<file path="src/rtl/pc_prot_pkg.sv">
// Shared types for the protected-PC recovery logic.
// Latency: n/a (types only).
// Backpressure: n/a.
package pc_prot_pkg;

    localparam int PC_W = 32;

    typedef enum logic [2:0] {
        RUN    = 3'd0,
        RELOAD = 3'd1,
        WAIT   = 3'd2,
        CHECK  = 3'd3,
        FATAL  = 3'd4
    } pc_rec_state_t;

endpackage

</file>
<file path="src/rtl/pc_rec_sat_counter.sv">
// Saturating up-counter; holds at all-ones instead of wrapping.
// Latency: count updates the cycle after inc is sampled.
// Backpressure: none; inc is accepted every cycle.
module pc_rec_sat_counter #(
    parameter int W = 8
) (
    input  logic         clk,
    input  logic         rstN,
    input  logic         inc,
    output logic [W-1:0] count
);

    logic [W-1:0] count_q;
    logic [W-1:0] count_d;

    always_comb begin
        count_d = count_q;
        if (inc && (count_q != {W{1'b1}})) begin
            count_d = count_q + {{(W-1){1'b0}}, 1'b1};
        end
    end

    always_ff @(posedge clk or negedge rstN) begin
        if (!rstN) begin
            count_q <= '0;
        end else begin
            count_q <= count_d;
        end
    end

    assign count = count_q;

endmodule

</file>
<file path="src/rtl/pc_recovery_ctrl.sv">
// PC double-error recovery: reload checkpoint, wait out flag latency, re-check, retry or go FATAL.
// Latency: stall rises the cycle after the error flag; clean recovery returns to RUN 3 cycles after entering RELOAD.
// Backpressure: drives stall to hold the core; err_count counter only exists when PC_RECOVERY_STATS_EN is defined.
module pc_recovery_ctrl
    import pc_prot_pkg::*;
#(
    parameter int          MAX_RETRY = 3,
    parameter logic [31:0] RESET_PC  = 32'h0000_0000,
    parameter int          CNT_W     = 8
) (
    input  logic             clk,
    input  logic             rstN,
    input  logic [PC_W-1:0]  pc_next_core,
    input  logic             commit,
    input  logic [PC_W-1:0]  pc_corrected,
    input  logic             double_error_flag,
    output logic [PC_W-1:0]  pc_next_out,
    output logic             stall,
    output logic             recover_busy,
    output logic             fatal_error,
    output logic [CNT_W-1:0] err_count
);

    localparam logic [3:0] RETRY_MAX = 4'(MAX_RETRY);

    pc_rec_state_t   state_q, state_d;
    logic [PC_W-1:0] ckpt_q, ckpt_d;
    logic [3:0]      retry_q, retry_d;

    always_ff @(posedge clk or negedge rstN) begin
        if (!rstN) begin
            state_q <= RUN;
            ckpt_q  <= RESET_PC;
            retry_q <= '0;
        end else begin
            state_q <= state_d;
            ckpt_q  <= ckpt_d;
            retry_q <= retry_d;
        end
    end

    always_comb begin
        state_d      = state_q;
        ckpt_d       = ckpt_q;
        retry_d      = retry_q;
        pc_next_out  = ckpt_q;
        stall        = 1'b1;
        recover_busy = 1'b0;
        fatal_error  = 1'b0;
        unique case (state_q)
            RUN: begin
                pc_next_out = pc_next_core;
                stall       = 1'b0;
                // An erroring cycle must never overwrite the last good checkpoint.
                if (double_error_flag) begin
                    state_d = RELOAD;
                    retry_d = 4'd1;
                end else if (commit) begin
                    ckpt_d = pc_corrected;
                end
            end
            RELOAD: begin
                recover_busy = 1'b1;
                state_d      = WAIT;
            end
            WAIT: begin
                recover_busy = 1'b1;
                state_d      = CHECK;
            end
            CHECK: begin
                recover_busy = 1'b1;
                if (!double_error_flag) begin
                    state_d = RUN;
                    retry_d = '0;
                end else if (retry_q < RETRY_MAX) begin
                    state_d = RELOAD;
                    retry_d = retry_q + 4'd1;
                end else begin
                    state_d = FATAL;
                end
            end
            FATAL: begin
                fatal_error = 1'b1;
            end
            default: begin
                state_d = FATAL;
            end
        endcase
    end

`ifdef PC_RECOVERY_STATS_EN
    logic err_inc;
    assign err_inc = double_error_flag && ((state_q == RUN) || (state_q == CHECK));

    pc_rec_sat_counter #(
        .W (CNT_W)
    ) u_err_cnt (
        .clk   (clk),
        .rstN  (rstN),
        .inc   (err_inc),
        .count (err_count)
    );
`else
    assign err_count = '0;
`endif

endmodule

</file>
<file path="config.mk">
export PLATFORM = sky130hd
export DESIGN_NAME = pc_recovery_ctrl
export DESIGN_NICKNAME = d
export VERILOG_FILES = /design/src/rtl/pc_prot_pkg.sv /design/src/rtl/pc_rec_sat_counter.sv /design/src/rtl/pc_recovery_ctrl.sv
export SDC_FILE = /design/constraint.sdc
export NUM_CORES = 1
export LEC_CHECK = 0
export BUFFER_PORTS_ARGS = -buffer_cell sky130_fd_sc_hd__buf_4
export CAP_MARGIN = 20
export CORE_UTILIZATION = 30
export CTS_BUF_LIST = sky130_fd_sc_hd__clkbuf_4 sky130_fd_sc_hd__clkbuf_8 sky130_fd_sc_hd__clkbuf_16
export CTS_CLUSTER_DIAMETER = 30
export DETAILED_ROUTE_END_ITERATION = 12
export HOLD_SLACK_MARGIN = 0.05
export PLACE_DENSITY = 0.6
export SYNTH_ARGS = -nofsm -noshare
export SYNTH_HDL_FRONTEND = slang
export SYNTH_SLANG_ARGS = --single-unit
</file>
<file path="constraint.sdc">
create_clock -name clk -period 1.85 [get_ports clk]
set_input_delay 0.185 -clock clk [delete_from_list [all_inputs] [get_ports clk]]
set_output_delay 0.185 -clock clk [all_outputs]
set_load 0.005 [all_outputs]
</file>
==> impl_metrics.py <==
metrics = {
    "synthesis": {
        "syn_inst": 151,
        "synth_area_leaders": "dfrtp_1 48%, mux2_2 19%, mux2_1 17%",
        "synth_edf_count": 0,
        "ys_seq_elements": 39,
        "yosysWarnings": 0,
        "synth_top_area_share": 0.480,
        "seq_area_frac_synth": 0.480,
        "synth-async-reset-ratio": 1.00,
        "synthMostInstantiatedCell": "dfrtp_1",
        "syn_avg_cell_area_sq_um": 13.5,
        "synth_cell_type_count": 26,
        "ys_top_cells_by_count": "39 x dfrtp_1, 34 x mux2_2, 31 x mux2_1",
        "syn_area_sq_um": 2030,
        "synth_ff_type": "dfrtp_1",
        "yosysTopAreaCell": "dfrtp_1",
    },
    "setup_path": {
        "cp.required_ps": 1660,
        "worstPathCellList": "nor3_4 -> buf_6 -> buf_12 -> mux2_2 -> buf_4",
        "slowest_stage": "dfrtp_1",
        "critical-path-max-stage-delay_ps": 410,
        "worst_ep_arrival_time_ps": 1680,
        "endpoint_kind": "primary output",
        "critPathLaunchType": "flop",
        "crit_type": "reg -> out",
        "path_max_fanout": 9,
    },
    "placement": {
        "dp_cells": 324,
        "port_buffers": 102,
        "dp_hpwl_microns": 3090,
        "place_congestion": 0.637,
    },
    "timing": {
        "worst_slack_ps": -11.2,
        "hold_violations": 0,
        "finalCritPeriodShare": 1.01,
        "tightest_slew_ps": 514,
        "min_period_ps": 1860,
        "rsz0062_at_grt": "true",
        "slew_violations": 0,
        "slew_headroom": 0.657,
        "setup_viol": 6,
        "fmax_ghz": 0.537,
        "skew_ps": 3.41,
    },
    "cts": {
        "numCtsBuffers": 5,
        "clkTransAtPathRegs_ps": 70,
        "clk_latency_ps": 280,
        "clock-root-buffer": "clkbuf_8",
        "clock_sinks": 39,
        "cts_tree": "done",
        "clock_tree.buffer_depth": 2,
        "cts.htree.levels": 2,
    },
    "die": {
        "coreArea_sq_um": 6460,
        "rows": 29,
        "start_util": 0.315,
        "design.die.area_sq_um": 7110,
        "die_x_microns": 84.4,
        "die_y_microns": 84.4,
        "io_pins": 111,
    },
    "detailed_routing": {
        "wl_met2_microns": 2070,
        "ant_nets": 0,
        "wl_met1_microns": 1870,
        "drc": 10,
        "dr_wl_met3_microns": 360,
        "routed.top_layer": "met4",
        "avgViaCountPerCell": 4.45,
        "num_vias": 1500,
        "wl_per_cell_microns": 12.9,
        "wl_microns": 4360,
        "drt_iter0_markers": 74,
        "drt_first_pass_iters": 9,
    },
    "final_layout": {
        "antennaDiodeCount": 0,
        "fillers": 600,
        "drive_gt1_frac": 0.608,
        "multi_input_area_sq_um": 988,
        "syn_to_final_growth_pct": 51.9,
        "final_core_util": 0.478,
        "finalNonFillerCells": 337,
        "regArea_sq_um": 978,
        "nNetsFinal": 329,
    },
    "status": {
        "status": "finished, violations left",
        "violations": "DRC, setup timing",
    },
    "global_route": {
        "antenna_found_initial": 0,
        "grt_pass1_wl_microns": 7350,
        "overflow": 0,
        "grt.total_usage": 0.132,
        "grt_pass1_vias": 1496,
        "grt_max_degree": 40,
    },
    "power_and_ir_drop": {
        "power_density_nw_per_um2": 1580,
        "ir_drop_mv": 0.663,
        "leakage_nw": 1.51,
    },
    "worst_hold_path": {
        "hold_class": "in -> reg",
    },
    "job": {
        "max_cap_viol_count": 0,
    },
}
-- placed cells by master, fill, tap and decap left out, drive strengths merged, types with 2 or more instances in the layout --
cell	Yosys	layout
buf	16	112
mux2	65	65
dfrtp	39	39
conb	1	8
nor2	6	6
clkbuf	2	6
inv	2	2
nand3b	2	2
nor2b	2	2
nand2	2	2
a21o	2	2
-- flip-flops by register name (all words and copies together) (netlist names) --
name	flops
ckpt_q	32
retry_q	4
state_q	3
-- power by group --
group | internal [W] | switching, W | leakage [nW]
clock | 0.000292 | 0.000276 | 0.0470
sequential | 0.00126 | 0.000224 | 0.471
combinational | 0.00188 | 0.000944 | 0.995
total | 0.00343 | 0.00144 | 1.51
-- kinds of logic after synthesis --
kind of cell / synth area share
buf+inv: 0.0658
xor+xnor: 0.00431
simple gates: 0.0554
fa+ha+maj: 0.00615
other cells: 0.00184
compound gates: 0.0271
flops: 0.480
mux: 0.360
-- final timing paths --
path                                  start         endpoint  slack [ps]  cells past startpoint
setup / recovery                 state_q[2]  pc_next_out[17]         -10                      5
hold reg to reg                   ckpt_q[8]        ckpt_q[8]         490                      1
max in group asynchronous              rstN       state_q[0]        1070                      2
hold / removal             pc_corrected[23]       ckpt_q[23]         110                      2
min in group asynchronous              rstN       retry_q[3]         410                      2
setup reg to reg                 state_q[2]        ckpt_q[0]          90                      7
-- stage by stage --
step | total power, W | setup slack [ps] | setup TNS (ps) | instance area (sq um) | hold WS, ps
global placement | 0.00385 | 155 | 0 | 2830 | 196
finish | 0.00488 | -11.2 | -39.7 | 3090 | 108
detailed placement | 0.00389 | 116 | 0 | 2830 | 199
CTS | 0.00483 | -20.7 | -128 | 3050 | 96.7
floorplan | 0.00282 | 214 | 0 | 2060 | -111
global route | 0.00526 | -75.8 | -1430 | 3090 | 90.1
-- worst max-delay path: cells and delay by family (launching register included) --
| kind | cells | cell delay, ps |
|---|---|---|
| muxes | 1 | 330 |
| buffers and inverters | 3 | 410 |
| DFF | 1 | 410 |
| and+or+nand+nor | 1 | 230 |
-- layer usage --
layer	vias up	GRT usage
met5	-	0
met4	0	0.0508
met3	8	0.0383
met2	66	0.211
met1	699	0.171
li1	727	-
-- area by class of cell --
cell class,count,share of cell area
repair buffers,113,0.302
flip-flops and latches,39,0.317
clock buffers,6,0.0267
multi-input cells,99,0.320
clock inverters,1,0.00162
well taps,77,0.0312
inverters,2,0.00243
-- repair_timing --
action                     4_1_cts  5_1_grt
hold endpoints to repair        39        0
setup endpoints to repair       32       50
buffers inserted                 4        0
resized for setup               17       12
hold buffers                     1        0
gates cloned                     1        0
Note: power is estimated with default switching activity, not from simulation.
